[src/rtl/pipe_pkg.sv]
// Shared definitions for the inter-stage pipeline registers: control-bundle
// layout, default widths and the per-edge slot operation.
package pipe_pkg;

   localparam int CTRL_W_DEFAULT = 8;
   localparam int DATA_W_DEFAULT = 69;
   localparam int PC_W_DEFAULT   = 32;

   // Bit positions inside the default 8-bit control bundle.
   localparam int CTRL_REG_WRITE_BIT  = 0;
   localparam int CTRL_MEM_WRITE_BIT  = 1;
   localparam int CTRL_MEM_TO_REG_BIT = 2;
   localparam int CTRL_RES_LSB        = 3;
   localparam int CTRL_RES_W          = 2;

   typedef struct packed {
      logic [2:0] spare;
      logic [1:0] res;
      logic       mem_to_reg;
      logic       mem_write;
      logic       reg_write;
   } ctrl_fields_t;

   typedef enum logic [1:0] {
      HOLD   = 2'd0,
      LOAD   = 2'd1,
      SQUASH = 2'd2
   } slot_op_e;

   // flush outranks stall; reset is handled asynchronously in the slots.
   function automatic slot_op_e decide_op(input logic stall, input logic flush);
      slot_op_e op;
      op = LOAD;
      if (flush) begin
         op = SQUASH;
      end else if (stall) begin
         op = HOLD;
      end
      return op;
   endfunction

endpackage

[src/rtl/pipe_stage_reg_if.sv]
// Bundle between a pipeline stage, the hazard unit and a pipe_stage_reg.
// Counter outputs exist only when PIPE_STAGE_PERF_EN is defined.
interface pipe_stage_reg_if
   import pipe_pkg::*;
#(
   parameter int CTRL_W = CTRL_W_DEFAULT,
   parameter int DATA_W = DATA_W_DEFAULT,
   parameter int PC_W   = PC_W_DEFAULT,
   parameter int DEPTH  = 1
);
   logic              stall;
   logic              flush;
   logic              valid_in;
   logic [CTRL_W-1:0] ctrl_in;
   logic [DATA_W-1:0] data_in;
   logic [PC_W-1:0]   pc_in;
   logic              valid_out;
   logic [CTRL_W-1:0] ctrl_out;
   logic [DATA_W-1:0] data_out;
   logic [PC_W-1:0]   pc_out;
   logic [DEPTH-1:0]  occupied;
`ifdef PIPE_STAGE_PERF_EN
   logic [31:0]       stall_cnt;
   logic [31:0]       flush_cnt;
   logic [31:0]       bubble_cnt;

   modport master (
      output stall, flush, valid_in, ctrl_in, data_in, pc_in,
      input  valid_out, ctrl_out, data_out, pc_out, occupied,
      input  stall_cnt, flush_cnt, bubble_cnt
   );
   modport slave (
      input  stall, flush, valid_in, ctrl_in, data_in, pc_in,
      output valid_out, ctrl_out, data_out, pc_out, occupied,
      output stall_cnt, flush_cnt, bubble_cnt
   );
`else
   modport master (
      output stall, flush, valid_in, ctrl_in, data_in, pc_in,
      input  valid_out, ctrl_out, data_out, pc_out, occupied
   );
   modport slave (
      input  stall, flush, valid_in, ctrl_in, data_in, pc_in,
      output valid_out, ctrl_out, data_out, pc_out, occupied
   );
`endif
endinterface

[src/rtl/pipe_stage_slot.sv]
// One register slot of the stage chain: async clear, squash, hold or load,
// with the control field forced to zero whenever the slot is not valid.
module pipe_stage_slot
   import pipe_pkg::*;
#(
   parameter int CTRL_W = CTRL_W_DEFAULT,
   parameter int DATA_W = DATA_W_DEFAULT,
   parameter int PC_W   = PC_W_DEFAULT
) (
   input  logic              clk,
   input  logic              rst,
   input  slot_op_e          op,
   input  logic              valid_i,
   input  logic [CTRL_W-1:0] ctrl_i,
   input  logic [DATA_W-1:0] data_i,
   input  logic [PC_W-1:0]   pc_i,
   output logic              valid_o,
   output logic [CTRL_W-1:0] ctrl_o,
   output logic [DATA_W-1:0] data_o,
   output logic [PC_W-1:0]   pc_o
);
   logic              valid_d, valid_q;
   logic [CTRL_W-1:0] ctrl_d, ctrl_q;
   logic [DATA_W-1:0] data_d, data_q;
   logic [PC_W-1:0]   pc_d, pc_q;

   always_comb begin
      valid_d = valid_q;
      ctrl_d  = ctrl_q;
      data_d  = data_q;
      pc_d    = pc_q;
      case (op)
         SQUASH: begin
            valid_d = 1'b0;
            ctrl_d  = '0;
            data_d  = '0;
            pc_d    = '0;
         end
         LOAD: begin
            valid_d = valid_i;
            // A bubble must never carry live control bits downstream.
            ctrl_d  = valid_i ? ctrl_i : '0;
            data_d  = data_i;
            pc_d    = pc_i;
         end
         default: ;
      endcase
   end

   always_ff @(posedge clk or posedge rst) begin
      if (rst) begin
         valid_q <= 1'b0;
         ctrl_q  <= '0;
         data_q  <= '0;
         pc_q    <= '0;
      end else begin
         valid_q <= valid_d;
         ctrl_q  <= ctrl_d;
         data_q  <= data_d;
         pc_q    <= pc_d;
      end
   end

   assign valid_o = valid_q;
   assign ctrl_o  = ctrl_q;
   assign data_o  = data_q;
   assign pc_o    = pc_q;
endmodule

[src/rtl/pipe_stage_reg.sv]
// Parametrised inter-stage register: DEPTH chained slots with valid, stall and
// flush. Define PIPE_STAGE_PERF_EN to add saturating stall/flush/bubble counters.
module pipe_stage_reg
   import pipe_pkg::*;
#(
   parameter int CTRL_W = CTRL_W_DEFAULT,
   parameter int DATA_W = DATA_W_DEFAULT,
   parameter int PC_W   = PC_W_DEFAULT,
   parameter int DEPTH  = 1
) (
   input logic             clk,
   input logic             rst,
   pipe_stage_reg_if.slave bus
);
   if (DEPTH < 1 || DEPTH > 4) begin : g_depth_err
      $fatal(1, "pipe_stage_reg: DEPTH must be in 1..4");
   end

   slot_op_e                     op;
   logic [DEPTH-1:0]             valid_i, valid_s;
   logic [DEPTH-1:0][CTRL_W-1:0] ctrl_i, ctrl_s;
   logic [DEPTH-1:0][DATA_W-1:0] data_i, data_s;
   logic [DEPTH-1:0][PC_W-1:0]   pc_i, pc_s;

   // One decision per edge, shared by every slot so the chain moves in lockstep.
   assign op = decide_op(bus.stall, bus.flush);

   assign valid_i[0] = bus.valid_in;
   assign ctrl_i[0]  = bus.ctrl_in;
   assign data_i[0]  = bus.data_in;
   assign pc_i[0]    = bus.pc_in;

   for (genvar k = 1; k < DEPTH; k++) begin : g_link
      assign valid_i[k] = valid_s[k-1];
      assign ctrl_i[k]  = ctrl_s[k-1];
      assign data_i[k]  = data_s[k-1];
      assign pc_i[k]    = pc_s[k-1];
   end

   for (genvar k = 0; k < DEPTH; k++) begin : g_slot
      pipe_stage_slot #(
         .CTRL_W (CTRL_W),
         .DATA_W (DATA_W),
         .PC_W   (PC_W)
      ) u_slot (
         .clk     (clk),
         .rst     (rst),
         .op      (op),
         .valid_i (valid_i[k]),
         .ctrl_i  (ctrl_i[k]),
         .data_i  (data_i[k]),
         .pc_i    (pc_i[k]),
         .valid_o (valid_s[k]),
         .ctrl_o  (ctrl_s[k]),
         .data_o  (data_s[k]),
         .pc_o    (pc_s[k])
      );
   end

   assign bus.valid_out = valid_s[DEPTH-1];
   assign bus.ctrl_out  = ctrl_s[DEPTH-1];
   assign bus.data_out  = data_s[DEPTH-1];
   assign bus.pc_out    = pc_s[DEPTH-1];
   assign bus.occupied  = valid_s;

`ifdef PIPE_STAGE_PERF_EN
   logic [31:0] stall_cnt_d, stall_cnt_q;
   logic [31:0] flush_cnt_d, flush_cnt_q;
   logic [31:0] bubble_cnt_d, bubble_cnt_q;

   // Counters stick at all-ones rather than wrapping.
   always_comb begin
      stall_cnt_d  = stall_cnt_q;
      flush_cnt_d  = flush_cnt_q;
      bubble_cnt_d = bubble_cnt_q;
      if (op == HOLD && stall_cnt_q != '1) begin
         stall_cnt_d = stall_cnt_q + 32'd1;
      end
      if (op == SQUASH && flush_cnt_q != '1) begin
         flush_cnt_d = flush_cnt_q + 32'd1;
      end
      if (op == LOAD && !bus.valid_in && bubble_cnt_q != '1) begin
         bubble_cnt_d = bubble_cnt_q + 32'd1;
      end
   end

   always_ff @(posedge clk or posedge rst) begin
      if (rst) begin
         stall_cnt_q  <= '0;
         flush_cnt_q  <= '0;
         bubble_cnt_q <= '0;
      end else begin
         stall_cnt_q  <= stall_cnt_d;
         flush_cnt_q  <= flush_cnt_d;
         bubble_cnt_q <= bubble_cnt_d;
      end
   end

   assign bus.stall_cnt  = stall_cnt_q;
   assign bus.flush_cnt  = flush_cnt_q;
   assign bus.bubble_cnt = bubble_cnt_q;
`endif
endmodule

[src/flat_wrapper.sv]
// flat-port wrapper written by rule: the top's interface ports become plain ports
module pipe_stage_reg_flat import pipe_pkg::*;
#(
   parameter int CTRL_W = CTRL_W_DEFAULT,
   parameter int DATA_W = DATA_W_DEFAULT,
   parameter int PC_W   = PC_W_DEFAULT,
   parameter int DEPTH  = 1
)
  (clk, rst, bus_stall, bus_flush, bus_valid_in, bus_ctrl_in, bus_data_in, bus_pc_in, bus_valid_out, bus_ctrl_out, bus_data_out, bus_pc_out, bus_occupied);
  pipe_stage_reg_if #(.CTRL_W(CTRL_W), .DATA_W(DATA_W), .PC_W(PC_W), .DEPTH(DEPTH)) bus_i ();
  input logic clk;
  input logic rst;
  input wire logic [$bits(bus_i.stall)-1:0] bus_stall;
  input wire logic [$bits(bus_i.flush)-1:0] bus_flush;
  input wire logic [$bits(bus_i.valid_in)-1:0] bus_valid_in;
  input wire logic [$bits(bus_i.ctrl_in)-1:0] bus_ctrl_in;
  input wire logic [$bits(bus_i.data_in)-1:0] bus_data_in;
  input wire logic [$bits(bus_i.pc_in)-1:0] bus_pc_in;
  output wire logic [$bits(bus_i.valid_out)-1:0] bus_valid_out;
  output wire logic [$bits(bus_i.ctrl_out)-1:0] bus_ctrl_out;
  output wire logic [$bits(bus_i.data_out)-1:0] bus_data_out;
  output wire logic [$bits(bus_i.pc_out)-1:0] bus_pc_out;
  output wire logic [$bits(bus_i.occupied)-1:0] bus_occupied;
  assign bus_i.stall = bus_stall;
  assign bus_i.flush = bus_flush;
  assign bus_i.valid_in = bus_valid_in;
  assign bus_i.ctrl_in = bus_ctrl_in;
  assign bus_i.data_in = bus_data_in;
  assign bus_i.pc_in = bus_pc_in;
  assign bus_valid_out = bus_i.valid_out;
  assign bus_ctrl_out = bus_i.ctrl_out;
  assign bus_data_out = bus_i.data_out;
  assign bus_pc_out = bus_i.pc_out;
  assign bus_occupied = bus_i.occupied;
  pipe_stage_reg #(.CTRL_W(CTRL_W), .DATA_W(DATA_W), .PC_W(PC_W), .DEPTH(DEPTH)) u_core (.clk(clk), .rst(rst), .bus(bus_i));
endmodule
[config.mk]
export PLATFORM = sky130hd
export DESIGN_NAME = pipe_stage_reg_flat
export DESIGN_NICKNAME = d
export VERILOG_FILES = /design/src/rtl/pipe_pkg.sv /design/src/rtl/pipe_stage_reg_if.sv /design/src/rtl/pipe_stage_slot.sv /design/src/rtl/pipe_stage_reg.sv /design/src/flat_wrapper.sv
export SDC_FILE = /design/constraint.sdc
export NUM_CORES = 1
export LEC_CHECK = 0
export CELL_PAD_IN_SITES_DETAIL_PLACEMENT = 0
export CELL_PAD_IN_SITES_GLOBAL_PLACEMENT = 1
export CORE_UTILIZATION = 31
export CTS_BUF_LIST = sky130_fd_sc_hd__clkbuf_4
export DETAILED_ROUTE_END_ITERATION = 6
export GPL_TIMING_DRIVEN = 0
export PLACE_DENSITY = 0.86
export SLEW_MARGIN = 20
export SYNTH_ARGS = -nofsm -noshare
export SYNTH_HDL_FRONTEND = slang
export SYNTH_SLANG_ARGS = --single-unit
[constraint.sdc]
create_clock -name clk -period 5.3 [get_ports clk]
set_input_delay 1.59 -clock clk [delete_from_list [all_inputs] [get_ports clk]]
set_output_delay 1.59 -clock clk [all_outputs]
set_load 0.005 [all_outputs]
# == Word-level counts from Yosys, hierarchy flattened ==
# Cells that the tools add are included.
# Widths: inputs -> output; s select.
# totals
ff_bits,110
input_bits,114
output_inout_bits,111
wordCells,14
# op_classes
n_eq_ne,2
muxes,7
n_reduce_logical,1
# ops
cell,count
$pmux 69 s2,1
$pmux 32 s2,1
$pmux 8 s2,1
$mux 8,1
$eq 2x1->1 const B,1
$eq 2x2->1 const B,1
$mux 2,1
$pmux 1 s2,1
$reduce_bool 2->1,1
$mux 1,1

# == Longest topological paths before layout ==
# Gate-level depths: netlist of the first run.
# logic_depth
word_depth,4
ltp_mapped,5
depth_no_buf,2

# == Hierarchy ==
# Synthesis of the first run repeated with hierarchy kept, for this count alone.
# hier_totals
hier_cells,479
area_unflattened_um2,4362.9
# by_module_without_submodules
module,instances,cells_each,area_per_inst_um2,seq_area_each_um2
pipe_stage_slot,1,477,4351.7,2752.6
pipe_stage_reg,1,2,11.3,0.0

# == Least setup slack after synthesis of the first run ==
# OpenSTA, ideal clock, no wires.
# synth_timing
kind,in2reg
from,in bus_stall
to,reg u_core.g_slot[0].u_slot.data_q[10]
setup_ns,0.132
arrival_time_ns,2.222
required_time_ns,5.168
slack_ns,2.946
stages,5
n_path_buf,3
cell_sequence,buf_4 -> buf_12 -> buf_12 -> mux2i_1 -> nor2_1
# synth_via
elab_chain_len,4
word_cells_on_any_way,6
cone_classes,eq/ne (2); mux (3); reduce/logical (1)
# synth_lines
item,line,rtl
"start, declared",flat_wrapper.sv:13,input wire logic [$bits(bus_i.stall)-1:0] bus_stall;
$mux 1 (*),pipe_pkg.sv:36,end else if (stall) begin
$mux 2 (*),pipe_pkg.sv:34,if (flush) begin
$eq 2x1->1 / $eq 2x2->1 (equally long branches),pipe_stage_slot.sv:32,case (op)
$pmux 69 s2 / $reduce_bool 2->1 (equally long branches),n/a,
"end signal, assigned",pipe_stage_slot.sv:59,data_q <= data_d;
"end, declared",pipe_stage_slot.sv:24,"logic [DATA_W-1:0] data_d, data_q;"
# Mark *: on every way between the ends. The rest lies on a longest branch, timed or not.
# A chain may end at the register's enable or synchronous reset.

# == Final worst setup path of the first run ==
# layout_timing
from,reg u_core.g_slot[0].u_slot.valid_q
to,out bus_valid_out
# layout_rtl
item,line,rtl
"start, declared",pipe_stage_slot.sv:22,"logic valid_d, valid_q;"
"start signal, assigned",pipe_stage_slot.sv:57,valid_q <= valid_d;
"end, declared",flat_wrapper.sv:19,output wire logic [$bits(bus_i.valid_out)-1:0] bus_valid_out;
# No word-level cell between the ends.

==> summary.md, run 1 <==
| Metric | Value |
|---|---|
| Slew headroom | `approximately 69%` |
| RSZ-0062 raised after global routing | `no` |
| Final Max Tran Viols | `0` |
| CP arrival | `1.50 ns` |
| DIE WIDTH | `around 120 µm` |
| CTS root buf | `clkbuf_4` |
| Global-route wire length before repair | `17,770 µm` |
| CTS Hold Bufs | `0` |
| Initial DRC count | `94` |
| Via Count | `3,431` |
| Vias in the first global route | `between 3,000 and 4,000` |
| GRT Total Usage | `15.66%` |
| Final setup fails | `0` |
| Die Area | `approximately 15,000 µm²` |
| Nets@finish | `699` |
| Slew @ Worst Pin | `0.4589 ns` |
| Status | `finished, final reports clean` |
| Synth unique cells | `11` |
| Area of the multi-input gates | `1496 µm²` |
| Antenna Cells | `0` |
| Area share of the largest cell type after synthesis | `between 60% and 70%` |
| GRT overflow | `0` |
| Pre-antenna DRT Iters | `4` |
| Pwr/cell area | `240.1 nW/µm²` |
| Fill cells | `roughly 1,200` |
| Port Buf Inserts | `222` |
| WP buf/inv | `2` |
| Static leakage | `3.347 nW` |
| Clock Sinks | `110` |
| Max_cap viols | `0` |
| Synthesized flop and latch total | `110` |
| CTS Buf Count | `9` |
| Die Y | `122.8 µm` |
| Final hold slack | `0.5151 ns` |
| Starting Density | `32.20%` |
| Maximum root-to-sink buffer count | `2` |
| Fraction of layout cells with a size suffix above 1 | `between 6 and 7%` |
| Ys Warns | `0` |
| Max incr delay on CP | `approximately 0.5 ns` |
| Drt drc | `0` |
| Antenna-violating nets left | `0` |
| Htree depth | `3` |
| Post-Syn Area | `4522 µm²` |
| Synth-to-Final Area Change | `58.49%` |
| FMAX | `0.3235 GHz` |
| Final Hold Viols | `0` |
| DRT Wirelength | `about 12,000 µm` |
| # rows | `43` |
| Non-Filler Instances | `770` |
| Placed Instances | `754` |
| Post-route clock skew | `0 ns` |
| Critical Path Sink Type | `output pin` |
| Clock-pin slew on the worst setup and hold paths | `around 0.16 ns` |
| Total chip power | `0.001721 W` |
| Postcts setup bufs | `0` |
| Worst hold path class | `flip-flop to flip-flop` |
| Slowest CP cell | `clkdlybuf4s50_1` |
| Commonest non-fill, non-tap cell in the layout | `clkdlybuf4s50_1` |
| CTS tree | `built` |
| Syn_nets | `465` |
| Io pins | `225` |
| Ranking of synthesized cells by area | `dfrtp_1 61%, mux2i_1 23%, nor2_1 8.5%` |
| Synth area leader | `dfrtp_1` |
| CP cell instances | `buf_4 > clkdlybuf4s50_1` |
| CP startpoint kind | `flip-flop` |
| RD Place Congestion | `roughly 0.73` |
| Syn Inst Count | `351` |
| Setup CP Type | `flip-flop to output pin` |
| FF/Latch Area | `2753 µm²` |
| Most frequent cells in the layout | `222 x clkdlybuf4s50_1, 110 x dfrtp_1, 102 x mux2i_1, 102 x nor2_1` |
| Fin crit share | `about three fifths` |
| Top Family by Delay on Critical Path | `buffers and inverters` |
| Hpwl dp | `between 8000 and 9000 µm` |
| Largest net degree at the start of global routing | `68` |
| Core area | `14,040 µm²` |
| Critical Path Fanout Max | `3` |
| Seq/Total Area, Yosys | `60.87%` |
| Vias/cell | `4.456` |
| Later-pin clock latency in the skew report | `0.46 ns` |
| Initial antenna violation count | `0` |
| PostCTS Resize Cnt | `0` |
| Final Critical Period | `3.091 ns` |
| Worst path required time | `between 3 and 4 ns` |
| Routed WL per cell | `15.20 µm` |
| VDD IR-drop max | `0.1220 mV` |
| Syn avg cell area | `12.88 µm²` |
==> flip-flops by register name (all words and copies together) (netlist names) <==
| signal | cells |
|---|---|
| u_core.g_slot.u_slot.ctrl_o | 8 |
| u_core.g_slot.u_slot.data_o | 69 |
| u_core.g_slot.u_slot.pc_o | 32 |
| u_core.g_slot.u_slot.valid_o | 1 |
==> per-layer routing <==
layer  vias to the layer above  wire length, µm  global-route usage (%)
li1                       1634                -                       -
met1                      1640             4663                   17.53
met2                       137             5821                   27.11
met3                        20              909                   4.368
met4                         0              311                   8.003
met5                         -                0                       0
==> Yosys cell counts <==
cell      count
a32o_1        8
buf_12        9
buf_2         8
buf_4         4
clkbuf_1      5
dfrtp_1     110
inv_1         1
mux2i_1     102
nor2_1      102
nor2_2        1
nor2b_1       1
==> final cells by class <==
class                   instances  area share, %
repair buffers                223          31.39
inverters                       1         0.1222
plain buffers                  26          3.753
multi-input cells             214          20.88
clock inverters                 7          1.362
well taps                     180          3.142
flip-flops and latches        110          38.41
clock buffers                   9         0.9427
==> cells by family (layout without fill, tap and decap cells) <==
family / after synthesis / count (layout) / share of synthesized area, %
AO/OA/AOI/OAI: 8 / 8 / 1.771
buffers and inverters: 27 / 266 / 6.032
flip-flops: 110 / 110 / 60.87
multiplexers: 102 / 102 / 22.58
AND/OR/NAND/NOR: 104 / 104 / 8.744
==> where the power goes <==
part / total, W / switching, W / internal [W]
combinational: 0.000335 / 0.000121 / 0.000214
sequential: 0.000910 / 0.0000252 / 0.000885
clock: 0.000475 / 0.000282 / 0.000193
==> per-stage QoR <==
stage	setup slack (ns)	TNS (ns)	cell area, µm²	utilization [%]
6_report	2.209	0	7167	51.04
5_1_grt	2.113	0	7167	51.04
4_1_cts	2.147	0	7167	51.04
3_5_place_dp	2.203	0	7002	49.86
3_3_place_gp	-0.7439	-81.03	6969	49.63
2_1_floorplan	0.8077	0	4522	-
==> path summary, 6_finish.rpt <==
check	cells past startpoint	to	from	slack (ns)
worst max-delay path	2	bus_valid_out	u_core.g_slot[0].u_slot.valid_o	2.21
worst min-delay path	1	u_core.g_slot[0].u_slot.ctrl_o[5]	u_core.g_slot[0].u_slot.ctrl_o[5]	0.52
worst max register to register	2	u_core.g_slot[0].u_slot.data_o[63]	u_core.g_slot[0].u_slot.data_o[63]	4.55
worst min register to register	1	u_core.g_slot[0].u_slot.ctrl_o[5]	u_core.g_slot[0].u_slot.ctrl_o[5]	0.52
max in group asynchronous	3	u_core.g_slot[0].u_slot.pc_o[2]	rst	3.17
min in group asynchronous	2	u_core.g_slot[0].u_slot.data_o[50]	rst	1.48
Note: power is estimated with default switching activity, not from simulation.
==> run 2: changes to the inputs <==
Settings changed: CORE_UTILIZATION 31 to 28, PLACE_DENSITY 0.86 to 0.83.
Clock period 5.3 ns to 2.5 ns, I/O delays scaled along.
==> run 2 against run 1 <==
- utilization is 5.3 points lower
- combinational power is 120% higher
- cell area is 1.1% higher
- clock skew stayed put
- critical path type unchanged
==> summary.md, run 2 (synthesized netlist as in run 1, its figures left out) <==
| Metric | Value |
|---|---|
| Status | `finished, final reports clean (unchanged)` |
| Via Count | `3,502 (was 3,431)` |
| RSZ-0062 raised after global routing | `no (unchanged)` |
| Crit path to | `bus_valid_out (unchanged)` |
| CTS Buf Count | `9 (unchanged)` |
| Slew @ Worst Pin | `0.4691 ns (was 0.4589 ns)` |
| Met3 wire length | `720 µm (was 909 µm)` |
| Global-route wire length before repair | `18,460 µm (was 17,770 µm)` |
| Most frequent cells in the layout | `222 x clkdlybuf4s50_1, 110 x dfrtp_1, 102 x mux2i_1, 102 x nor2_1, 12 x buf_12 (was 222 x clkdlybuf4s50_1, 110 x dfrtp_1, 102 x mux2i_1, 102 x nor2_1)` |
| CP arrival | `1.50 ns (about the same)` |
| Hpwl dp | `9422 µm (was 8893 µm)` |
| Vias in the first global route | `3,604 (was 3,665)` |
| CTS root buf | `clkbuf_4 (unchanged)` |
| Pwr/cell area | `492.1 nW/µm² (was 240.1 nW/µm²)` |
| Final Critical Period | `2.249 ns` |
| Final Hold Viols | `0 (unchanged)` |
| R2R Setup Slk | `1.75 ns (was 4.55 ns)` |
| Htree depth | `3 (unchanged)` |
| Setup CP Type | `flip-flop to output pin (unchanged)` |
| Starting Density | `28.57% (was 32.20%)` |
| R2R cell count | `2 (unchanged)` |
| Initial antenna violation count | `1 (was 0)` |
| Post-route clock skew | `0 ns (unchanged)` |
| Final setup fails | `0 (unchanged)` |
| FMAX | `0.4446 GHz` |
| Commonest non-fill, non-tap cell in the layout | `clkdlybuf4s50_1 (unchanged)` |
| Later-pin clock latency in the skew report | `0.46 ns (about the same)` |
| Critical R2R Capture | `u_core.g_slot[0].u_slot.pc_o[17] (was u_core.g_slot[0].u_slot.data_o[63])` |
| Pre-antenna DRT Iters | `6 (was 4)` |
| RD Place Congestion | `0.6645 (was 0.7349)` |
| Maximum root-to-sink buffer count | `2 (unchanged)` |
| CP startpoint kind | `flip-flop (unchanged)` |
| Clock-pin slew on the worst setup and hold paths | `0.18 ns (was 0.16 ns)` |
| Antenna-violating nets left | `0 (unchanged)` |
| Area after DPL | `7106 µm² (was 7002 µm²)` |
| Die Area | `16,660 µm² (was 15,070 µm²)` |
| Clock network power share | `25.5% (was 27.6%)` |
| Fin area | `7246 µm² (was 7167 µm²)` |
| Worst path required time | `1.75 ns (was 3.71 ns)` |
| PostCTS Resize Cnt | `0 (unchanged)` |
| CTS Hold Bufs | `0 (unchanged)` |
| Fraction of layout cells with a size suffix above 1 | `6.914% (was 6.610%)` |
| Slew headroom | `68.72% (was 69.40%)` |
| Switching pwr | `0.0009113 W (was 0.0004282 W)` |
| # rows | `46 (was 43)` |
| Internal | `0.002654 W (was 0.001293 W)` |
| Routed WL per cell | `14.95 µm (was 15.20 µm)` |
| Die Y | `129.1 µm (was 122.8 µm)` |
| Metal-1 WL | `5002 µm (was 4663 µm)` |
| Max_cap viols | `0 (unchanged)` |
| Logic pwr share | `20.3% (was 19.5%)` |
| DRT Wirelength | `12,110 µm (was 11,710 µm)` |
| Final Max Tran Viols | `0 (unchanged)` |
| Nets@finish | `702 (was 699)` |
| Flop pwr share | `54.2% (was 52.9%)` |
| Total chip power | `0.003565 W (was 0.001721 W)` |
| Max layer used | `met4 (unchanged)` |
| Clock Sinks | `110 (unchanged)` |
| Vias/cell | `4.323 (was 4.456)` |
| Fin crit share | `89.98%` |
| Setup_tns | `0 ns (unchanged)` |
| Drt drc | `0 (unchanged)` |
| Worst hold path class | `flip-flop to flip-flop (unchanged)` |
| Port Buf Inserts | `222 (unchanged)` |
| Critical Path Fanout Max | `3 (unchanged)` |
| DIE WIDTH | `129.1 µm (was 122.8 µm)` |
| Fill cells | `1,455 (was 1,236)` |
| Initial DRC count | `73 (was 94)` |
| GRT Total Usage | `14.63% (was 15.66%)` |
| Critical Path Sink Type | `output pin (unchanged)` |
| CTS tree | `built (unchanged)` |
| Static leakage | `3.358 nW (was 3.347 nW)` |
| Core area | `15,830 µm² (was 14,040 µm²)` |
| Met2 wire length | `6161 µm (was 5821 µm)` |
| Switching part of the total | `25.56% (was 24.89%)` |
| VDD IR-drop max | `0.2270 mV (was 0.1220 mV)` |
| Largest net degree at the start of global routing | `30 (was 68)` |
| Reg2reg start | `u_core.g_slot[0].u_slot.pc_o[17] (was u_core.g_slot[0].u_slot.data_o[63])` |
| Synth-to-Final Area Change | `60.24% (was 58.49%)` |
| Worst Setup SP | `u_core.g_slot[0].u_slot.valid_o (unchanged)` |
| Max reg flops | `69 (unchanged)` |
| GRT overflow | `0 (unchanged)` |
| Postcts setup bufs | `0 (unchanged)` |
| Io pins | `225 (unchanged)` |
[run 2: changes by cell type in the layout (fill, tap and decap cells not counted), sizes merged]
cell      before  now
buf           22   25
inv            2    0
bufinv         2    1
clkbuf        14   15
clkinv         3    4
clkinvlp       1    2
diode          0    1
[run 2: routing by layer]
layer / vias to the layer above / track usage [%]
met3: 12 / 3.386
met2: 124 / 25.56
met1: 1709 / 17.23
li1: 1657 / -
met4: 0 / 6.298
met5: - / 0
[run 2: stage by stage]
stage	std cells	hold WS (ns)	utilization, %	setup WS (ns)
after detailed placement	793	0.4895	44.89	0.1411
after global placement	789	0.4764	44.34	-0.6432
after CTS	809	0.5269	45.76	0.1827
final	810	0.5194	45.78	0.2506
after global routing	810	0.5480	45.78	0.1299
after floorplan	351	0.4893	-	0.4205
[run 2: critical path, cell delays in order (launching register included)]
cell	delay (ns)
dfrtp_1	0.42
buf_4	0.12
clkdlybuf4s50_1	0.49
[run 2: worst min path at each step]
stage                                         to  cells after the start  slack, ns                               from
2_1_floorplan  u_core.g_slot[0].u_slot.ctrl_o[0]                      1       0.49  u_core.g_slot[0].u_slot.ctrl_o[0]
3_3_place_gp   u_core.g_slot[0].u_slot.ctrl_o[7]                      1       0.48  u_core.g_slot[0].u_slot.ctrl_o[7]
3_5_place_dp   u_core.g_slot[0].u_slot.ctrl_o[7]                      1       0.49  u_core.g_slot[0].u_slot.ctrl_o[7]
4_1_cts        u_core.g_slot[0].u_slot.ctrl_o[7]                      1       0.53  u_core.g_slot[0].u_slot.ctrl_o[7]
5_1_grt        u_core.g_slot[0].u_slot.data_o[9]                      2       0.55                                rst
6_report       u_core.g_slot[0].u_slot.ctrl_o[7]                      1       0.52  u_core.g_slot[0].u_slot.ctrl_o[7]
[run 2: layout make-up]
type / instances / area (µm²) / area share [%]
Antenna cell: 1 / 2.502 / 0.03454
Buffer: 26 / 269.0 / 3.713
Clock buffer: 10 / 75.07 / 1.036
Clock inverter: 6 / 62.56 / 0.8634
Inverter: 1 / 7.507 / 0.1036
Multi-Input combinational cell: 214 / 1496 / 20.65
Sequential cell: 110 / 2753 / 37.99
Tap cell: 216 / 270.3 / 3.730
Timing Repair Buffer: 226 / 2310 / 31.88
[run 2: power by group through the flow]
| stage | registers (W) | clock network, W | logic (W) |
|---|---|---|---|
| final | 0.00193 | 0.000910 | 0.000724 |
| after detailed placement | 0.00197 | 0 | 0.000735 |
| after global routing | 0.00194 | 0.00103 | 0.000786 |
| after global placement | 0.00196 | 0 | 0.000702 |
| after CTS | 0.00193 | 0.000954 | 0.000738 |
| after floorplan | 0.00197 | 0 | 0.000267 |
